==> src/rtl/warmboot_pkg.sv <==
// Shared types and constants for the warm-boot requester.
// Contents:
//   rx_state_t    - serial receiver states
//   parse_state_t - command parser / boot sequencer states
//   DEFAULT_MAGIC - first byte of a boot command
//   cmd_byte_ok   - nibble check on the command byte (high nibble == ~low nibble)
package warmboot_pkg;

   typedef enum logic [1:0] {
      RX_IDLE,
      RX_START,
      RX_DATA,
      RX_STOP
   } rx_state_t;

   typedef enum logic [1:0] {
      P_IDLE,
      P_GOT_MAGIC,
      P_SETUP,
      P_PULSE
   } parse_state_t;

   localparam logic [7:0] DEFAULT_MAGIC = 8'hA5;

   function automatic logic cmd_byte_ok(input logic [7:0] b);
      return b[7:4] == ~b[3:0];
   endfunction

endpackage

==> src/rtl/warmboot_uart_rx.sv <==
// 8N1 serial receiver with a 2-flop input synchronizer.
// Ports:
//   clk_i        - system clock
//   rst_in       - asynchronous active-low reset
//   rx_i         - serial line, idles high, asynchronous to clk_i
//   byte_o       - received byte, valid while byte_valid_o is high
//   byte_valid_o - one-cycle pulse in the cycle the good stop bit is sampled
//   frame_err_o  - one-cycle pulse in the cycle a low stop bit is sampled
module warmboot_uart_rx
   import warmboot_pkg::*;
#(
   parameter int CLKS_PER_BIT = 16
) (
   input  logic       clk_i,
   input  logic       rst_in,
   input  logic       rx_i,
   output logic [7:0] byte_o,
   output logic       byte_valid_o,
   output logic       frame_err_o
);

   localparam int CNT_W = $clog2(CLKS_PER_BIT);
   localparam logic [CNT_W-1:0] HALF_LAST = CNT_W'(CLKS_PER_BIT / 2 - 1);
   localparam logic [CNT_W-1:0] BIT_LAST  = CNT_W'(CLKS_PER_BIT - 1);

   logic             rx_meta, rx_s;
   rx_state_t        state, state_n;
   logic [CNT_W-1:0] cnt, cnt_n;
   logic [2:0]       bit_idx, bit_n;
   logic [7:0]       shreg, shreg_n;
   // Set after a framing error: hold in RX_STOP until the line returns high,
   // so a break (line stuck low) is not mistaken for a new start bit.
   logic             brk, brk_n;

   always_ff @(posedge clk_i or negedge rst_in) begin
      if (!rst_in) begin
         rx_meta <= 1'b1;
         rx_s    <= 1'b1;
         state   <= RX_IDLE;
         cnt     <= '0;
         bit_idx <= '0;
         shreg   <= '0;
         brk     <= 1'b0;
      end else begin
         rx_meta <= rx_i;
         rx_s    <= rx_meta;
         state   <= state_n;
         cnt     <= cnt_n;
         bit_idx <= bit_n;
         shreg   <= shreg_n;
         brk     <= brk_n;
      end
   end

   always_comb begin
      state_n      = state;
      cnt_n        = cnt;
      bit_n        = bit_idx;
      shreg_n      = shreg;
      brk_n        = brk;
      byte_valid_o = 1'b0;
      frame_err_o  = 1'b0;
      case (state)
         RX_IDLE: begin
            if (!rx_s) begin
               state_n = RX_START;
               cnt_n   = '0;
            end
         end
         RX_START: begin
            // Mid-start-bit sample: a line already back high was a glitch.
            if (cnt == HALF_LAST) begin
               cnt_n   = '0;
               bit_n   = '0;
               state_n = rx_s ? RX_IDLE : RX_DATA;
            end else begin
               cnt_n = cnt + 1'b1;
            end
         end
         RX_DATA: begin
            if (cnt == BIT_LAST) begin
               cnt_n   = '0;
               shreg_n = {rx_s, shreg[7:1]};  // LSB arrives first
               if (bit_idx == 3'd7) begin
                  state_n = RX_STOP;
               end else begin
                  bit_n = bit_idx + 1'b1;
               end
            end else begin
               cnt_n = cnt + 1'b1;
            end
         end
         RX_STOP: begin
            if (brk) begin
               if (rx_s) begin
                  brk_n   = 1'b0;
                  state_n = RX_IDLE;
               end
            end else if (cnt == BIT_LAST) begin
               cnt_n = '0;
               if (rx_s) begin
                  byte_valid_o = 1'b1;
                  state_n      = RX_IDLE;
               end else begin
                  frame_err_o = 1'b1;
                  brk_n       = 1'b1;
               end
            end else begin
               cnt_n = cnt + 1'b1;
            end
         end
         default: state_n = RX_IDLE;
      endcase
   end

   assign byte_o = shreg;

endmodule

==> src/rtl/warmboot_requester.sv <==
// Warm-boot initiator: receives a two-byte command (MAGIC, then a slot byte
// whose high nibble is the complement of its low nibble) on a serial pin and
// drives the SLOT/BOOT inputs of the warm-boot primitive wrapper.
// Ports:
//   clk_i  - system clock
//   rst_in - asynchronous active-low reset
//   rx_i   - serial command line (8N1, idles high)
//   slot_o - selected slot, held until the next valid command
//   boot_o - boot request, high for BOOT_HOLD cycles
//   busy_o - high while the slot is being set up or BOOT is pulsed
//   err_o  - one-cycle pulse on a framing or command-check error
module warmboot_requester
   import warmboot_pkg::*;
#(
   parameter int         CLKS_PER_BIT = 16,
   parameter logic [7:0] MAGIC        = DEFAULT_MAGIC,
   parameter int         BOOT_HOLD    = 4,
   parameter int         SLOT_W       = 4
) (
   input  logic              clk_i,
   input  logic              rst_in,
   input  logic              rx_i,
   output logic [SLOT_W-1:0] slot_o,
   output logic              boot_o,
   output logic              busy_o,
   output logic              err_o
);

   localparam int HOLD_W = $clog2(BOOT_HOLD + 1);
   localparam logic [HOLD_W-1:0] HOLD_LAST = HOLD_W'(BOOT_HOLD - 1);

   logic [7:0]        rx_byte;
   logic              byte_valid;
   logic              frame_err;

   parse_state_t      state, state_n;
   logic [HOLD_W-1:0] hold, hold_n;
   logic [SLOT_W-1:0] slot_n;
   logic              err_n;

   warmboot_uart_rx #(
      .CLKS_PER_BIT(CLKS_PER_BIT)
   ) u_rx (
      .clk_i       (clk_i),
      .rst_in      (rst_in),
      .rx_i        (rx_i),
      .byte_o      (rx_byte),
      .byte_valid_o(byte_valid),
      .frame_err_o (frame_err)
   );

   // boot_o and busy_o are registered from the next state so they are
   // glitch-free at the wrapper and cleared directly by the async reset.
   always_ff @(posedge clk_i or negedge rst_in) begin
      if (!rst_in) begin
         state  <= P_IDLE;
         hold   <= '0;
         slot_o <= '0;
         err_o  <= 1'b0;
         boot_o <= 1'b0;
         busy_o <= 1'b0;
      end else begin
         state  <= state_n;
         hold   <= hold_n;
         slot_o <= slot_n;
         err_o  <= err_n;
         boot_o <= (state_n == P_PULSE);
         busy_o <= (state_n == P_SETUP) || (state_n == P_PULSE);
      end
   end

   // Bytes seen in P_SETUP/P_PULSE fall through untouched: they are dropped.
   // A framing error always reports, but only aborts a half-received command.
   always_comb begin
      state_n = state;
      hold_n  = hold;
      slot_n  = slot_o;
      err_n   = frame_err;
      case (state)
         P_IDLE: begin
            if (byte_valid && (rx_byte == MAGIC)) state_n = P_GOT_MAGIC;
         end
         P_GOT_MAGIC: begin
            if (frame_err) begin
               state_n = P_IDLE;
            end else if (byte_valid) begin
               if (cmd_byte_ok(rx_byte)) begin
                  slot_n  = SLOT_W'(rx_byte[3:0]);
                  state_n = P_SETUP;
               end else begin
                  err_n   = 1'b1;
                  state_n = P_IDLE;
               end
            end
         end
         P_SETUP: begin
            // One cycle of settled slot_o before BOOT rises.
            state_n = P_PULSE;
            hold_n  = '0;
         end
         P_PULSE: begin
            if (hold == HOLD_LAST) begin
               state_n = P_IDLE;
            end else begin
               hold_n = hold + 1'b1;
            end
         end
         default: state_n = P_IDLE;
      endcase
   end

endmodule
==> config.mk <==
export PLATFORM = sky130hd
export DESIGN_NAME = warmboot_requester
export DESIGN_NICKNAME = d
export VERILOG_FILES = /design/src/rtl/warmboot_pkg.sv /design/src/rtl/warmboot_uart_rx.sv /design/src/rtl/warmboot_requester.sv
export SDC_FILE = /design/constraint.sdc
export NUM_CORES = 1
export LEC_CHECK = 0
export ABC_AREA = 1
export BUFFER_PORTS_ARGS = -buffer_cell sky130_fd_sc_hd__buf_2
export CORE_MARGIN = 8
export CORE_UTILIZATION = 30
export DETAILED_ROUTE_END_ITERATION = 16
export HOLD_SLACK_MARGIN = 0.12
export PLACE_DENSITY = 0.51
export SYNTH_ARGS = -nofsm -noshare
export SYNTH_HDL_FRONTEND = slang
export SYNTH_HIERARCHICAL = 1
export SYNTH_SLANG_ARGS = --single-unit
==> constraint.sdc <==
create_clock -name clk_i -period 1.8 [get_ports clk_i]
set_input_delay 0.36 -clock clk_i [delete_from_list [all_inputs] [get_ports clk_i]]
set_output_delay 0.36 -clock clk_i [all_outputs]
set_load 0.02 [all_outputs]
# Yosys cells after proc, flatten, opt, wreduce, memory -nomap -nowiden
# Cells that the tools add are included.
word_totals:
  reg_bits: 32
  latchBits: 0
  ram_bits: 0
  mem_bits_ro: 0
  input_bits: 3
  out_inout_bits: 7
  wordCells: 91
  n_memories: 0
op_classes:
  addsub: 3
  multipliers: 0
  div: 0
  order_cmp: 0
  n_eq_ne: 22
  shifts: 0
  mux: 39
  bitwise: 2
  reduce_logical: 12
ops:
  columns: ["cell", "n"]
  rows:
  - ["$mux W2", 13]
  - ["$mux W4", 4]
  - ["$pmux W2 S4", 2]
  - ["$pmux W4 S4", 1]
  - ["$mux W1", 13]
  - ["$eq A2 B2 Y1 const B", 6]
  - ["$mux W3", 4]
  - ["$pmux W3 S2", 2]
  - ["$eq A8 B8 Y1 const B", 1]
  - ["$ne A2 B2 Y1 const B", 4]
  - ["$reduce_and A4 Y1", 2]
  - ["$add A3 B1 Y3 const B", 2]
  - ["$ne A2 B1 Y1 const B", 3]
  - ["$reduce_and A2 Y1", 3]
  - ["$reduce_and A5 Y1", 1]
  - ["$add A4 B1 Y4 const B", 1]
  - ["$eq A2 B1 Y1 const B", 2]
  - ["$eq A4 B3 Y1 const B", 1]
  - ["$eq A4 B4 Y1", 1]
  - ["$eq A4 B4 Y1 const B", 1]
  - ["$logic_not A2 Y1", 2]
  - ["$not A4 Y4", 1]
  - ["$reduce_bool A2 Y1", 2]
  - ["$eq A3 B2 Y1 const B", 1]
  - ["5 further kinds", 5]

# Logic depth before layout (Yosys ltp)
# Gate-level depths: netlist of the first run.
depth:
  depth_word: 9
  ltp_mapped: 11
  ltp_nobuf: 10

# Modules after synthesis
# Netlist of the first run, hierarchy kept.
by_module_without_submodules:
  columns: ["module", "instances", "cells_per_inst", "area_each_um2", "seq_area_each_um2"]
  rows:
  - ["warmboot_uart_rx", 1, 111, 1002.2, 503.0]
  - ["warmboot_requester", 1, 80, 646.9, 300.3]

# Worst setup path after synthesis of the first run
# OpenSTA, ideal clock, no wires.
synth_path:
  kind: "register to register"
  startpoint: "reg u_rx.cnt[0]"
  endpoint: "reg slot_o[3]"
  setup_time_ns: 0.117
  arrival_ns: 1.485
  t_required_ns: 1.683
  slack_ns: 0.198
  path_stages_with_launch: 9
  n_path_buf: 0
  synth_period_minus_slack_ns: 1.602
  path_cell_list: "dfrtp_1 -> ha_1 -> nand3_4 -> nor4_1 -> inv_1 -> nor2_4 -> nand3_4 -> nand2_1 -> nand2_1"
synth_via:
  word_cells_on_any_way: 9
  cone_classes: "eq/ne (1); mux (6); bitwise (1); reduce/logical (1)"
synth_rtl:
  columns: ["element", "line", "source"]
  rows:
  - ["from (decl)", "warmboot_uart_rx.sv:28", "logic [CNT_W-1:0] cnt, cnt_n;"]
  - ["from (signal assigned)", "warmboot_uart_rx.sv:48", "cnt <= cnt_n;"]
  - ["$eq A4 B4 Y1", "warmboot_uart_rx.sv:99", "end else if (cnt == BIT_LAST) begin"]
  - ["$mux W1", "warmboot_uart_rx.sv:99", null]
  - ["$mux W1", "warmboot_uart_rx.sv:94", "if (brk) begin"]
  - ["$mux W1", "warmboot_uart_rx.sv:63", "case (state)"]
  - ["via byte_valid", "warmboot_requester.sv:33", "logic byte_valid;"]
  - ["$reduce_and A4 Y1 (no source line)", null, null]
  - ["to (signal assigned)", "warmboot_requester.sv:65", "slot_o <= slot_n;"]
  - ["to (decl)", "warmboot_requester.sv:23", "output logic [SLOT_W-1:0] slot_o,"]
# The timed path passes the listed nets, and every way through them passes these cells.
# A chain may end at the register's enable or synchronous reset.

# Worst setup path after layout of the first run
layout_path:
  startpoint: "reg u_rx.rx_s"
  endpoint: "reg slot_o[3]"
layout_via:
  word_cells_on_any_way: 10
  cone_classes: "mux (8); bitwise (1); reduce/logical (1)"
layout_rtl:
  columns: ["element", "line", "source"]
  rows:
  - ["from (decl)", "warmboot_uart_rx.sv:26", "logic rx_meta, rx_s;"]
  - ["from (signal assigned)", "warmboot_uart_rx.sv:46", "rx_s <= rx_meta;"]
  - ["$mux W1", "warmboot_uart_rx.sv:101", "if (rx_s) begin"]
  - ["$mux W1", "warmboot_uart_rx.sv:99", null]
  - ["$mux W1", "warmboot_uart_rx.sv:94", null]
  - ["$mux W1", "warmboot_uart_rx.sv:63", null]
  - ["via byte_valid", "warmboot_requester.sv:33", null]
  - ["$reduce_and A4 Y1 (no source line)", null, null]
# The timed path passes the listed nets, and every way through them passes these cells.

==> results of run 1 <==
synth_stat cells (all sizes together), types with 2 or more instances:
| cell type | count |
|---|---|
| inv | 30 |
| nor3 | 5 |
| dfstp | 2 |
| buf | 2 |
| nor2 | 11 |
| nand4 | 4 |
| dfrtp | 30 |
| o21ai | 13 |
| nand3 | 16 |
| ha | 5 |
| nand2 | 61 |
| xor2 | 2 |
| a21oi | 5 |
routing by layer:
metal  part of all wire, %  up-vias  GRT usage (%)
met5                     0        -              0
li1                      -      645              -
met4                   1.3        0           4.16
met2                    43       19           11.2
met3                   3.5        2           2.99
met1                    52      534           10.4
per-stage QoR:
stage	setup slack, ps	instance area (um2)	instances	TNS [ps]
floorplan	198	1650	191	0
global route	-14.2	1920	283	-14.2
detailed placement	73.0	1810	275	0
global placement	152	1810	275	0
finish	188	1920	283	0
CTS	62.4	1900	283	0
registers in the layout, indices dropped and copies added, names as in the netlist, named ones only:
register / count
u_rx/byte_o: 8
slot_o: 4
u_rx/cnt: 4
hold: 3
u_rx/bit_idx: 3
state: 2
boot_o: 1
busy_o: 1
err_o: 1
u_rx/brk: 1
u_rx/rx_meta: 1
u_rx/rx_s: 1
u_rx/state: 1
layout make-up:
cell class	count	area (um2)	area share, %
Sequential cell	32	803	41.9
Multi-Input combinational cell	127	729	38.0
Inverter	30	113	5.87
Timing Repair Buffer	15	105	5.48
Tap cell	72	90.1	4.70
Clock buffer	6	72.6	3.78
Clock inverter	1	5.00	0.261
cell usage in the layout (no fill, tap or decap), drive strengths merged:
cell type	Yosys	layout
nand2	61	61
a21oi	5	5
nand3	16	16
o21ai	13	13
clkinv	0	1
nor3	5	5
inv	30	30
nor2	11	11
nor4	1	1
buf	2	14
dfstp	2	2
nand4	4	4
o31ai	1	1
ha	5	5
a22oi	1	1
dlygate4sd3	0	1
clkbuf	0	6
a22o	1	1
xor2	2	2
o22ai	1	1
dfrtp	30	30
power groups by stage:
| stage | Combinational, mW | Clock [mW] | Sequential, mW |
|---|---|---|---|
| final | 0.564 | 0.510 | 0.853 |
| after global routing | 0.637 | 0.572 | 0.863 |
| after CTS | 0.567 | 0.541 | 0.853 |
| after detailed placement | 0.565 | 0 | 0.865 |
| after global placement | 0.562 | 0 | 0.865 |
| after floorplan | 0.435 | 0 | 0.864 |
worst max-delay path: stages, from the launching register on:
cell,delay [ps]
dfstp_2,540
inv_1,80
nor4_2,330
inv_1,150
nor2_4,170
nand3_4,120
nand2_1,80
nand2_1,40
worst max-delay path by stage:
| stage | to | start | depth (start not counted) |
|---|---|---|---|
| 6_report | slot_o[3]$_DFFE_PN0P_ | u_rx/rx_s$_DFF_PN1_ | 7 |
| 5_1_grt | slot_o[2]$_DFFE_PN0P_ | u_rx/rx_s$_DFF_PN1_ | 7 |
| 4_1_cts | slot_o[3]$_DFFE_PN0P_ | u_rx/cnt[0]$_DFFE_PN0P_ | 8 |
| 3_5_place_dp | slot_o[0]$_DFFE_PN0P_ | u_rx/cnt[0]$_DFFE_PN0P_ | 8 |
| 3_3_place_gp | slot_o[0]$_DFFE_PN0P_ | u_rx/cnt[1]$_DFFE_PN0P_ | 8 |
| 2_1_floorplan | slot_o[3]$_DFFE_PN0P_ | u_rx/cnt[0]$_DFFE_PN0P_ | 8 |
kinds of logic after synthesis:
logic type / count (synthesis) / share of synthesized area [%]
fa+ha+maj: 5 / 3.79
buf+inv: 32 / 8.19
xor+xnor: 2 / 1.06
flops: 32 / 48.7
compound gates: 22 / 7.74
simple gates: 98 / 30.5
timing repair:
item                                    4_1_cts  5_1_grt
hold buffers                                  1        0
gates resized for setup                       0        5
endpoints found under the setup margin        0        7
endpoints found under the hold margin        30        0
==> key figures, run 1 <==
Die
  • Die H: 90.1 um
  • Initial Util: 30.5%
  • I/O pin count: 10
  • Die width: 90.1 um
  • Cell Rows: 27
  • Die Footprint: 8130 um2
  • Core Region: 5410 um2

Timing
  • Final hold violations: 0
  • Worst slew margin: 80.2%
  • Fmax: 0.620 GHz
  • Slew @ Worst Pin: 294 ps
  • Worst hold margin: 182 ps
  • Clk_skew: 8.89 ps
  • Tmin final: 1610 ps
  • Tcrit/Tclk final: 89.6%
  • # setup viols final: 0
  • Max-slew violations: 0

Yosys
  • Post-synth EDFFs: 0
  • Synth Flop Type: dfrtp_1
  • Synth area leader: dfrtp_1
  • Yosys reg bits: 32
  • Post-synth ARST share: 100%
  • Synthesized area: 1650 um2
  • Count of cell types in the netlist: 25
  • Avg Inst Size Synth: 8.63 um2
  • Syn Inst Count: 191
  • Mapped Nets: 199
  • Synth top area share: 45.5%
  • Main area contributors after synthesis: dfrtp_1 (46%), nand2_1 (12%), inv_1 (5.9%)
  • Sequential cell area fraction in the yosys report: 48.7%
  • Warnings from Yosys: 6

Placed design
  • Post-DP HPWL: 2200 um
  • Buffers on Ports: 9
  • GPL Wtd Cong: 0.769

Run
  • Max_cap viols: 0

Drt
  • DRT Wirelength: 2990 um
  • Iteration-0 DRC count of the detailed router: 147
  • Via density: 4.24
  • DRT Pass-1 Iters: 4
  • Drt drc: 0
  • Wire per inst: 10.6 um
  • Vias: 1,200
  • Antenna viol nets, final: 0

Finish
  • Share of layout cells above drive strength 1: 23.2%
  • # diodes: 0
  • End-of-flow core utilization: 35.5%
  • Area delta synth->final: 16.3%
  • Final net count: 219
  • Fillers: 573

Power
  • Share of power burned in registers: 44.3%
  • Leak: 0.922 nW
  • Clock Power Share: 26.5%
  • Pint: 1.26 mW
  • Worst VDD drop: 0.408 mV
  • Switching Fraction: 34.6%
  • Combinational share of power: 29.3%
  • Pwr Total: 1.93 mW
  • Pwr Density: 1000 nW/um2
  • Sw power: 0.667 mW

Setup path
  • Startpoint types: flop
  • Launch point of the worst reg-to-reg path: u_rx/rx_s$_DFF_PN1_
  • Reg-to-reg critical path endpoint: slot_o[3]$_DFFE_PN0P_
  • R2R cell count: 7
  • CP max FO: 6
  • Critical path type: reg -> reg
  • Worst EP arrival: 1780 ps
  • Worst EP required: 1970 ps
  • Worst reg2reg setup slack: 190 ps
  • CP Capture Type: flop

Clocking
  • TritonCTS clock tree: done
  • Clock latency on the worst-skew pair: 280 ps
  • Clock transition at path regs: 60 ps
  • CTS max path bufs: 2
  • H-tree lvl count: 2
  • Root buf cell: clkbuf_8
  • TritonCTS buffer count: 5
  • Clk sinks: 32
  • Post-CTS setup buffer count: 0

Global routing
  • Vias in the first global route: 1,176
  • GRT Total Usage: 8.00%
  • Grt total ovfl: 0
  • Initial antenna violation count: 0
  • Maximum number of pins on one net before global-route repair: 33
  • First-pass GRT wire length: 5290 um

Hold path
  • Hold Startpoint: rx_i
  • Worst Hold End: u_rx/rx_meta$_DFF_PN1_
  • Hold depth: 1
  • HP Class: in -> reg

Status
  • Status: finished, final reports clean
(Power assumes the default switching activity.)
==> inputs of run 2 (changes only) <==
RECOVER_POWER = 25   (was default)
==> run 2 against run 1 <==
  * Register-to-register slack barely moved
  * Combinational power fell by 1%
  * Sequential power barely moved
==> key figures, run 2 (synthesized netlist as in run 1, its figures left out) <==
Drt
  • DR top layer: met4
  • Wire per inst: 10.5 um (-0.20%)
  • Antenna viol nets, final: 0 (unchanged)
  • WL met2: 1310 um (+1.2%)
  • Drt drc: 0 (unchanged)
  • Met3 wire length: 98 um (-6.7%)
  • Wl on met1: 1540 um (-0.90%)
  • Vias: 1,199 (-0.083%)
  • Via density: 4.24 (about the same)
  • Iteration-0 DRC count of the detailed router: 154 (+4.8%)
  • DRT Wirelength: 2980 um (-0.20%)
  • DRT Pass-1 Iters: 4 (unchanged)

Setup path
  • Worst reg2reg setup slack: 190 ps (about the same)
  • Critical path type: reg -> reg
  • CP max FO: 6 (unchanged)
  • CP Capture Type: flop
  • Launch point of the worst reg-to-reg path: u_rx/rx_s$_DFF_PN1_
  • Worst EP arrival: 1780 ps (about the same)
  • Startpoint types: flop
  • Worst EP required: 1970 ps (about the same)
  • R2R cell count: 7 (unchanged)
  • Reg-to-reg critical path endpoint: slot_o[3]$_DFFE_PN0P_

Timing
  • # setup viols final: 0 (unchanged)
  • Worst slew margin: 48.1% (-32 points)
  • Max-slew violations: 0 (unchanged)
  • Final hold violations: 0 (unchanged)
  • Fmax: 0.622 GHz (+0.27%)
  • Clk_skew: 8.72 ps (-0.172 ps)
  • Tmin final: 1610 ps (-4.31 ps)
  • Slew @ Worst Pin: 778 ps (+484 ps)
  • Worst hold margin: 182 ps (-0.330 ps)
  • Tcrit/Tclk final: 89.3% (-0.24 points)

Die
  • Initial Util: 30.5% (unchanged)
  • Die H: 90.1 um (unchanged)
  • I/O pin count: 10 (unchanged)
  • Die Footprint: 8130 um2 (unchanged)
  • Cell Rows: 27 (unchanged)
  • Die width: 90.1 um (unchanged)
  • Core Region: 5410 um2 (unchanged)

Clocking
  • Post-CTS setup buffer count: 0 (unchanged)
  • Clk sinks: 32 (unchanged)
  • CTS max path bufs: 2 (unchanged)
  • H-tree lvl count: 2 (unchanged)
  • TritonCTS clock tree: done
  • Root buf cell: clkbuf_8
  • Clock latency on the worst-skew pair: 280 ps (about the same)
  • TritonCTS buffer count: 5 (unchanged)
  • Clock transition at path regs: 60 ps (about the same)

Global routing
  • Grt total ovfl: 0 (unchanged)
  • Vias in the first global route: 1,176 (unchanged)
  • Initial antenna violation count: 0 (unchanged)
  • GRT Total Usage: 8.00% (unchanged)
  • Maximum number of pins on one net before global-route repair: 33 (unchanged)
  • First-pass GRT wire length: 5290 um (unchanged)

Placed design
  • Post-DP HPWL: 2200 um (unchanged)
  • GPL Wtd Cong: 0.769 (unchanged)
  • Buffers on Ports: 9 (unchanged)
  • Cell total after placement: 275 (unchanged)

Hold path
  • Hold depth: 1 (unchanged)
  • Worst Hold End: u_rx/rx_meta$_DFF_PN1_
  • Hold Startpoint: rx_i
  • HP Class: in -> reg

Status
  • Status: finished, final reports clean

Finish
  • # diodes: 0 (unchanged)
  • Final net count: 219 (unchanged)
  • Most frequent cells in the layout: nand2_1 (54), dfrtp_1 (30), inv_1 (25), nand3_1 (12), o21ai_0 (11)
  • Commonest non-fill, non-tap cell in the layout: nand2_1
  • End-of-flow core utilization: 35.2% (-0.28 points)
  • Final non-filler cell total: 283 (unchanged)
  • Max reg flops: 8 (unchanged)
  • Area delta synth->final: 15.4%
  • Fillers: 575 (+0.35%)
  • Share of layout cells above drive strength 1: 23.2% (unchanged)

Power
  • Pwr Density: 1010 nW/um2 (+0.51%)
  • Pwr Total: 1.92 mW (-0.28%)
  • Leak: 0.917 nW (-0.57%)
  • Worst VDD drop: 0.409 mV (about the same)

Run
  • Max_cap viols: 0 (unchanged)
run 2: changes by cell type in the layout (fill, tap and decap cells not counted):
| cell | previous run | this run |
|---|---|---|
| buf_12 | 1 | 0 |
| clkbuf_2 | 0 | 1 |
run 2: final cells by class:
cell class	count	area, um2	share of cell area [%]
inverter	30	113	5.92
clock inverter	1	5.00	0.263
clock buffer	6	72.6	3.81
timing repair buffer	15	90.1	4.73
multi-input combinational	127	729	38.3
sequential	32	803	42.2
tap	72	90.1	4.73
run 2: worst max path at each step:
stage	startpoint	to	slack, ps
floorplan	u_rx/cnt[0]$_DFFE_PN0P_	slot_o[3]$_DFFE_PN0P_	200
global placement	u_rx/cnt[1]$_DFFE_PN0P_	slot_o[0]$_DFFE_PN0P_	150
detailed placement	u_rx/cnt[0]$_DFFE_PN0P_	slot_o[0]$_DFFE_PN0P_	70
CTS	u_rx/cnt[0]$_DFFE_PN0P_	slot_o[3]$_DFFE_PN0P_	60
global route	u_rx/rx_s$_DFF_PN1_	slot_o[2]$_DFFE_PN0P_	-10
finish	u_rx/rx_s$_DFF_PN1_	slot_o[3]$_DFFE_PN0P_	190
run 2: repair_timing:
action / 4_1_cts / 5_1_grt
resized for setup: 0 / 5
endpoints found under the setup margin: 0 / 7
endpoints found under the hold margin: 30 / 0
hold buffers: 1 / 0
run 2: worst max-delay path, cell delays in order (launching register included):
cell     delay [ps]
dfstp_2         540
inv_1            80
nor4_2          330
inv_1           150
nor2_4          170
nand3_4         120
nand2_1          80
nand2_1          40
run 2: power by group:
part           leakage [nW]  total [mW]  switching (mW)  internal (mW)
clock network        0.0410       0.511           0.248          0.262
logic                 0.443       0.558           0.361          0.197
registers             0.433       0.853          0.0568          0.796
run 2: stage by stage:
stage                     setup slack [ps]  cell area, um2  TNS [ps]
after floorplan                        198            1650         0
after global placement                 152            1810         0
after detailed placement              73.0            1810         0
after CTS                             62.4            1900         0
after global routing                 -14.2            1900     -14.2
final                                  192            1900         0
run 2: metal layers:
| metal | up-vias | global-route usage (%) |
|---|---|---|
| met2 | 17 | 11.2 |
| li1 | 646 | - |
| met5 | - | 0 |
| met1 | 534 | 10.4 |
| met4 | 0 | 4.16 |
| met3 | 2 | 2.99 |
==> inputs of run 3 (changes only) <==
CORE_UTILIZATION = 56   (was 30)
PLACE_DENSITY = 0.8   (was 0.51)
==> run 3 against run 2 <==
  * Wire length is 3.6% lower
  * Power is 0.51% higher
  * Register-to-register slack worse by 30 ps
  * Via count is 5.9% higher
  * Worst hold slack better by 170 ps
  * Sequential power is 2% higher
  * Setup slack worse by 35 ps
  * Critical path depth is 2 higher
==> key figures, run 3 (synthesized netlist as in run 1, its figures left out) <==
Global routing
  • Maximum number of pins on one net before global-route repair: 33 (unchanged)
  • Vias in the first global route: 1,265 (+7.6%)
  • GRT Total Usage: 13.1% (+5.1 points)
  • Grt total ovfl: 0 (unchanged)
  • Initial antenna violation count: 0 (unchanged)
  • First-pass GRT wire length: 5290 um (unchanged)

Placed design
  • Cell total after placement: 232 (-16%)
  • Post-DP HPWL: 2180 um (-1.1%)
  • Buffers on Ports: 9 (unchanged)
  • GPL Wtd Cong: 0.822 (+6.9%)
  • Place WS: 90.4 ps (+17.3 ps)
  • Area post-placement: 1730 um2 (-4.4%)

Clocking
  • Root buf cell: clkbuf_4
  • TritonCTS clock tree: done
  • TritonCTS buffer count: 5 (unchanged)
  • Clock latency on the worst-skew pair: 340 ps (+60 ps)
  • Clk sinks: 32 (unchanged)
  • H-tree lvl count: 2 (unchanged)
  • CTS max path bufs: 2 (unchanged)
  • Post-CTS setup buffer count: 0 (unchanged)
  • Clock transition at path regs: 110 ps (+50 ps)

Power
  • Worst VDD drop: 0.975 mV (+140%)
  • Clock Power Share: 27.8% (+1.2 points)
  • Switching Fraction: 34.3% (-0.34 points)
  • Sw power: 0.663 mW (-0.48%)
  • Pwr Density: 1050 nW/um2 (+4.0%)
  • Pwr Total: 1.93 mW (+0.51%)
  • Pint: 1.27 mW (+1.0%)
  • Combinational share of power: 27.2% (-1.8 points)
  • Leak: 0.914 nW (-0.36%)
  • Share of power burned in registers: 44.9% (+0.5 points)

Drt
  • DRT Wirelength: 2870 um (-3.6%)
  • Iteration-0 DRC count of the detailed router: 49 (-68%)
  • Vias: 1,270 (+5.9%)
  • Antenna viol nets, final: 0 (unchanged)
  • Wire per inst: 11.9 um (+13%)
  • Via density: 5.25 (+24%)
  • Drt drc: 0 (unchanged)
  • DRT Pass-1 Iters: 4 (unchanged)

Hold path
  • HP Class: reg -> reg

Setup path
  • Critical path type: reg -> reg
  • CP Cell Sequence: nand2_1, inv_1, nand2_1, nor3_1, inv_1, nand3_1, nor2_4, nand3_4, nand2_1
  • Worst EP arrival: 1880 ps (+100 ps)
  • Startpoint types: flop
  • Most used cell, CP: nand2_1
  • Critical-path top delay cell: dfrtp_1
  • CP max FO: 7 (+1)
  • CP Capture Type: flop
  • Worst EP required: 2030 ps (+60 ps)
  • Critical path's largest stage delay: 480 ps (-60 ps)

Timing
  • RSZ-0062 raised after global routing: no
  • Tmin final: 1640 ps (+34.9 ps)
  • Post-Route Setup TNS: 0 ps (unchanged)
  • Tcrit/Tclk final: 91.3% (+1.9 points)
  • Worst setup margin: 157 ps (-34.9 ps)
  • Max-slew violations: 0 (unchanged)
  • Slew @ Worst Pin: 756 ps (-21.6 ps)
  • Fmax: 0.609 GHz (-2.1%)
  • Worst slew margin: 49.6% (+1.4 points)
  • Worst hold margin: 356 ps (+174 ps)
  • Clk_skew: 11.7 ps (+2.96 ps)
  • # setup viols final: 0 (unchanged)
  • Final hold violations: 0 (unchanged)

Finish
  • # diodes: 0 (unchanged)
  • Final net count: 218 (-0.46%)
  • Share of layout cells above drive strength 1: 21.3% (-1.9 points)
  • Fillers: 222 (-61%)
  • Area delta synth->final: 11.5%
  • Most frequent cells in the layout: nand2_1 (54), dfrtp_1 (30), inv_1 (26), nand3_1 (13), o21ai_0 (11)
  • Commonest non-fill, non-tap cell in the layout: nand2_1
  • Final non-filler cell total: 242 (-14%)
  • Max reg flops: 8 (unchanged)
  • Post-route design area: 1840 um2 (-3.4%)
  • End-of-flow core utilization: 66.1% (+31 points)

Die
  • Initial Util: 59.3% (+29 points)
  • Cell Rows: 19 (-30%)
  • I/O pin count: 10 (unchanged)
  • Die H: 70.3 um (-22%)
  • Die Footprint: 4940 um2 (-39%)
  • Core Region: 2780 um2 (-49%)
  • Die width: 70.3 um (-22%)

Run
  • Max_cap viols: 0 (unchanged)

Status
  • Status: finished, final reports clean
-- run 3: per-layer routing --
| metal | global-route usage (%) | vias up | wire length (um) |
|---|---|---|---|
| met2 | 21.4 | 17 | 1420 |
| met3 | 5.37 | 2 | 129 |
| li1 | - | 650 | - |
| met1 | 14.5 | 601 | 1290 |
| met5 | 0 | - | 0 |
| met4 | 5.58 | 0 | 28 |
-- run 3: power groups by stage --
stage / Sequential (mW) / Clock (mW) / Combinational [mW]
floorplan: 0.864 / 0 / 0.435
global placement: 0.873 / 0 / 0.489
detailed placement: 0.879 / 0 / 0.519
CTS: 0.866 / 0.557 / 0.524
global route: 0.880 / 0.589 / 0.613
finish: 0.868 / 0.538 / 0.526
-- run 3: final timing paths --
kind | start | to | slack [ps] | cells past startpoint
min | u_rx/rx_meta$_DFF_PN1_ | u_rx/rx_s$_DFF_PN1_ | 360 | 0
min in group asynchronous | rst_in | err_o$_DFF_PN0_ | 620 | 2
max | flop | state[1]$_DFF_PN0_ | 160 | 9
min reg2reg | u_rx/rx_meta$_DFF_PN1_ | u_rx/rx_s$_DFF_PN1_ | 360 | 0
max in group asynchronous | rst_in | u_rx/state[0]$_DFFE_PN0P_ | 700 | 2
max reg2reg | flop | state[1]$_DFF_PN0_ | 160 | 9
-- run 3: final cells by class --
type,instances,area [um2],share of cell area [%]
Clock inverter,3,42.5,2.31
Sequential cell,32,803,43.7
Tap cell,31,38.8,2.11
Clock buffer,5,37.5,2.04
Timing Repair Buffer,14,87.6,4.76
Inverter,30,113,6.12
Multi-Input combinational cell,127,717,39.0
-- run 3: critical path: cells and delay by family (launching register included) --
family / cells / cell delay (ps)
simple gates: 7 / 840
flops: 1 / 480
buf+inv: 2 / 230
-- run 3: what timing repair did --
item,in CTS,in global routing
hold endpoints to repair,31,0
endpoints found under the setup margin,0,5
gates resized for setup,0,1
hold buffers,2,0
